## config.mk

```make
export PLATFORM = sky130hd
export DESIGN_NAME = logs_sweep_ctrl
export DESIGN_NICKNAME = d
export VERILOG_FILES = /design/src/rtl/logs_sweep_ctrl.sv
export SDC_FILE = /design/constraint.sdc
export NUM_CORES = 1
export LEC_CHECK = 0
export BUFFER_PORTS_ARGS = -buffer_cell sky130_fd_sc_hd__buf_4
export CORE_MARGIN = 2
export CORE_UTILIZATION = 42
export CTS_BUF_LIST = sky130_fd_sc_hd__clkbuf_2 sky130_fd_sc_hd__clkbuf_4 sky130_fd_sc_hd__clkbuf_8
export CTS_CLUSTER_DIAMETER = 30
export CTS_CLUSTER_SIZE = 16
export DETAILED_ROUTE_END_ITERATION = 8
export GPL_TIMING_DRIVEN = 0
export SLEW_MARGIN = 30
export SYNTH_ARGS = -nofsm -noshare
export SYNTH_HDL_FRONTEND = slang
export SYNTH_SLANG_ARGS = --single-unit
export TNS_END_PERCENT = 5
```

## constraint.sdc

```tcl
create_clock -name clk -period 2.4 [get_ports clk]
set_input_delay 0.36 -clock clk [delete_from_list [all_inputs] [get_ports clk]]
set_output_delay 0.36 -clock clk [all_outputs]
set_load 0.01 [all_outputs]
```

## src/rtl/logs_sweep_ctrl.sv

```systemverilog
// ============================================================================
// Module      : logs_sweep_ctrl
// Description : Sweep sequencer for the logistic-map iterator. Steps r across
//               COLS columns. For each column it resets the iterator, discards
//               SETTLE transient iterations, then forwards SAMPLES x values
//               with their column index over a valid/ready handshake.
//               Optional macro LOGS_SWEEP_LOOP_EN: repeat sweeps continuously
//               after the first start instead of returning to IDLE.
// Revision    : 1.0 - initial release
// ============================================================================
`default_nettype none

module logs_sweep_ctrl #(
  parameter int               FRAC    = 4,
  parameter int               COLS    = 64,
  parameter int               COL_W   = 6,
  parameter logic [FRAC+1:0]  R_START = 6'h2C,
  parameter int               R_STEP  = 1,
  parameter int               SETTLE  = 16,
  parameter int               SAMPLES = 8
) (
  input  logic              clk,
  input  logic              reset,
  input  logic              start,
  output logic [FRAC+1:0]   r_out,
  output logic              iter_rst,
  input  logic              next_ready,
  input  logic [FRAC-1:0]   x_in,
  output logic              pt_valid,
  input  logic              pt_ready,
  output logic [COL_W-1:0]  pt_col,
  output logic [FRAC-1:0]   pt_x,
  output logic              busy,
  output logic              done
);

  // Counters only need to reach LAST values, so size them for N-1.
  localparam int SET_W = (SETTLE  > 1) ? $clog2(SETTLE)  : 1;
  localparam int SMP_W = (SAMPLES > 1) ? $clog2(SAMPLES) : 1;

  localparam logic [SET_W-1:0] SETTLE_LAST = SET_W'((SETTLE > 0) ? SETTLE - 1 : 0);
  localparam logic [SMP_W-1:0] SAMPLE_LAST = SMP_W'(SAMPLES - 1);
  localparam logic [COL_W-1:0] COL_LAST    = COL_W'(COLS - 1);
  localparam logic [FRAC+2:0]  STEP_EXT    = (FRAC + 3)'(R_STEP);

  typedef enum logic [2:0] {
    S_IDLE   = 3'd0,
    S_RST    = 3'd1,
    S_SETTLE = 3'd2,
    S_SAMPLE = 3'd3,
    S_FIN    = 3'd4
  } state_t;

  state_t           state;
  logic [COL_W-1:0] col;
  logic [SET_W-1:0] settle_cnt;
  logic [SMP_W-1:0] sample_cnt;

  // r_out doubles as the r accumulator; one extra bit catches overflow so
  // the value clamps at all-ones instead of wrapping back to a small r.
  logic [FRAC+2:0] r_sum;
  logic [FRAC+1:0] r_inc;

  assign r_sum = {1'b0, r_out} + STEP_EXT;
  assign r_inc = r_sum[FRAC+2] ? {(FRAC + 2){1'b1}} : r_sum[FRAC+1:0];

  // Sweep state machine with all outputs registered.
  always_ff @(posedge clk or posedge reset) begin
    if (reset) begin
      state      <= S_IDLE;
      col        <= '0;
      r_out      <= R_START;
      iter_rst   <= 1'b1;
      settle_cnt <= '0;
      sample_cnt <= '0;
      pt_valid   <= 1'b0;
      pt_col     <= '0;
      pt_x       <= '0;
      busy       <= 1'b0;
      done       <= 1'b0;
    end else begin
      done <= 1'b0;
      case (state)
        S_IDLE: begin
          iter_rst <= 1'b1;
          if (start) begin
            state <= S_RST;
            busy  <= 1'b1;
          end
        end

        S_RST: begin
          // iter_rst is already high for this cycle; release it on exit.
          settle_cnt <= '0;
          sample_cnt <= '0;
          iter_rst   <= 1'b0;
          if (SETTLE == 0) begin
            state <= S_SAMPLE;
          end else begin
            state <= S_SETTLE;
          end
        end

        S_SETTLE: begin
          if (next_ready) begin
            if (settle_cnt == SETTLE_LAST) begin
              state <= S_SAMPLE;
            end else begin
              settle_cnt <= settle_cnt + 1'b1;
            end
          end
        end

        S_SAMPLE: begin
          if (pt_valid) begin
            // While a point is pending any next_ready is dropped, including
            // one that coincides with the transfer.
            if (pt_ready) begin
              pt_valid <= 1'b0;
              if (sample_cnt == SAMPLE_LAST) begin
                sample_cnt <= '0;
                iter_rst   <= 1'b1;
                if (col == COL_LAST) begin
                  state <= S_FIN;
                  done  <= 1'b1;
`ifdef LOGS_SWEEP_LOOP_EN
                  busy  <= 1'b1;
`else
                  busy  <= 1'b0;
`endif
                end else begin
                  col   <= col + 1'b1;
                  r_out <= r_inc;
                  state <= S_RST;
                end
              end else begin
                sample_cnt <= sample_cnt + 1'b1;
              end
            end
          end else if (next_ready) begin
            pt_valid <= 1'b1;
            pt_x     <= x_in;
            pt_col   <= col;
          end
        end

        S_FIN: begin
          col   <= '0;
          r_out <= R_START;
`ifdef LOGS_SWEEP_LOOP_EN
          state <= S_RST;
`else
          state <= S_IDLE;
`endif
        end

        default: begin
          state <= S_IDLE;
        end
      endcase
    end
  end

endmodule

`default_nettype wire

```

==> flow_metrics.py <==
metrics = {
    "grt": {
        "antenna_found_initial": 0,
        "track_usage": 0.178,
        "grt_pass1_wl_mm": 6.02,
        "grt_pass1_vias": 1293,
        "grt_overflow": 0,
        "grt_max_degree": 37,
    },
    "pwr": {
        "power_leakage_nw": 0.974,
        "powerDensity_nw_per_um2": 874,
        "irDropWorstVdd_mv": 0.376,
    },
    "detailed_routing": {
        "drt_wl_total_mm": 3.57,
        "ant_nets": 0,
        "wl_per_cell_um": 14.6,
        "drtIter0Drc": 81,
        "dr.pass1.iters": 4,
        "vias": 1330,
        "drc": 0,
        "viasPerCell": 5.43,
    },
    "finish": {
        "drive_above_1_share": 0.323,
        "layout.nets": 208,
        "area_growth_pct": 21.4,
        "fill_cells": 368,
        "diodes": 0,
        "instances_no_fill": 245,
    },
    "die": {
        "io_pins": 29,
        "row_count": 23,
        "core_region_area_um2": 3970,
        "die_y_um": 68.2,
        "die_area_um2": 4660,
        "start_util": 0.436,
        "dieWidth_um": 68.2,
    },
    "placement": {
        "pre_cts_ws_ns": 0.582,
        "dpl.cell_count": 237,
        "gp_congestion": 0.748,
        "dp_hpwl_mm": 2.50,
        "io_buffers": 28,
    },
    "critical_path": {
        "cp-start-kind": "register",
        "path_max_fanout": 8,
        "endpoint_kind": "register",
        "worst_ep_arrival_time_ns": 2.03,
        "critical_path_class": "reg -> reg",
        "worst_ep_required_time_ns": 2.61,
    },
    "timing": {
        "post-route-period-util": 0.756,
        "fmax_mhz": 551,
        "maxSlewHeadroom": 0.515,
        "hold_viol": 0,
        "rsz0062_at_grt": "false",
        "slew_violations": 0,
        "setup_viol": 0,
        "layout_setup_ws_ns": 0.586,
        "worst_slew_pin_slew_ns": 0.727,
        "setup_tns_ns": 0,
        "min_period_ns": 1.81,
        "fin_skew_ns": 0.00934,
    },
    "yosys": {
        "synth.cell_area_um2": 1730,
        "synth_commonest_cells": "dfrtp_1 (32), nand2_1 (16), nor2_1 (12)",
        "synth.area.top_cells": "dfrtp_1 (46%), mux2_2 (6.5%), dfstp_2 (6.1%)",
        "yosys.area.top_type": "dfrtp_1",
        "ys.flop_type": "dfrtp_1",
        "yosysSeqAreaShare": 0.523,
        "ys_warn_count": 0,
        "synth_cell_types": 39,
        "syn_avg_cell_area_um2": 10.9,
        "ys_seq_elements": 36,
        "yosysTopAreaCellShare": 0.462,
        "syn_nets": 173,
        "synth.most_common_cell": "dfrtp_1",
        "ys_async_sr_fraction": 1.00,
        "synth_edf_count": 0,
        "syn-instance-count": 159,
    },
    "clocking": {
        "cts.root.buffer_cell": "clkbuf_8",
        "tritoncts": "yes",
        "clock_latency_ns": 0.29,
        "clock-sinks": 36,
        "post_cts_resized": 0,
        "ctsLongestPathBuffers": 2,
        "cts.clk_slew.worst_paths_ns": 0.07,
        "post_cts_buffers": 0,
        "numCtsBuffers": 5,
        "htree_levels": 2,
        "cts-hold-fix-buffers": 0,
    },
    "min_path": {
        "hp-class": "in -> async",
    },
    "run_status": {
        "outcome": "finished, final reports clean",
    },
    "run": {
        "maxCapViolCount": 0,
    },
}
final timing paths:
kind	depth (start not counted)	endpoint	from	slack [ns]
max in group asynchronous	2	col[2]	reset	1.73
min in group clk	2	pt_x[3]	x_in[3]	0.30
setup reg to reg	5	r_out[5]	col[0]	0.59
hold reg to reg	1	sample_cnt[0]	sample_cnt[0]	0.50
hold / removal	2	state[2]	reset	0.20
setup / recovery	5	r_out[5]	col[0]	0.59
placed cells by master, fill, tap and decap left out, types with 3 or more instances in the layout:
master     n
a21oi_1    7
and3_1     5
buf_2      4
buf_4     28
clkbuf_8   6
dfrtp_1   32
dfstp_2    4
ha_1       5
inv_1      3
mux2_2    10
mux2i_1    6
nand2_1   16
nand3_1    9
nor2_1    12
nor3_1    10
o21ai_0    8
cell families after synthesis:
kind of cell / share of synthesized area
AND/OR/NAND/NOR: 0.202
flip-flops: 0.523
XOR/XNOR: 0.00506
AO/OA/AOI/OAI: 0.112
adder cells (fa/ha/maj): 0.0361
multiplexers: 0.0996
buffers and inverters: 0.0224
per-layer routing:
metal,GRT usage,part of all wire
met5,0,0
met4,0.0700,0.017
met3,0.0559,0.049
met2,0.273,0.46
met1,0.233,0.48
through the flow:
stage / area [um2] / power (W) / util / hold WS (ns)
3_5_place_dp: 2010 / 0.00139 / 0.505 / 0.493
3_3_place_gp: 2010 / 0.00135 / 0.505 / 0.481
6_report: 2100 / 0.00184 / 0.530 / 0.196
4_1_cts: 2100 / 0.00186 / 0.530 / 0.229
5_1_grt: 2100 / 0.00197 / 0.530 / 0.255
2_1_floorplan: 1730 / 0.00119 / - / 0.464
sequential cells by signal (all words and copies together), names as in the netlist:
name / flops
r_out: 6
pt_col: 6
pt_valid: 1
iter_rst: 1
done: 1
busy: 1
state: 3
settle_cnt: 4
col: 6
pt_x: 4
sample_cnt: 3
report_power, final:
| part | total [W] | internal [W] | leakage (nW) | switching [W] |
|---|---|---|---|---|
| clock network | 0.000468 | 0.000257 | 0.0523 | 0.000211 |
| logic | 0.000520 | 0.000265 | 0.513 | 0.000255 |
| registers | 0.000850 | 0.000743 | 0.409 | 0.000107 |
| total | 0.00184 | 0.00126 | 0.974 | 0.000573 |
worst max-delay path: stages (launching register included):
cell,delay [ns]
dfrtp_1,0.43
ha_1,0.25
and3_4,0.21
a311o_2,0.48
nor4_2,0.29
o21ai_1,0.08
final cells by class:
type / instances / area, um2 / area share
tap: 50 / 62.6 / 0.0297
multi-input combinational: 114 / 788 / 0.375
clock buffer: 8 / 97.6 / 0.0464
sequential: 36 / 906 / 0.431
buffer: 5 / 23.8 / 0.0113
inverter: 4 / 15.0 / 0.00714
timing repair buffer: 28 / 210 / 0.0999
(Power assumes the default switching activity.)
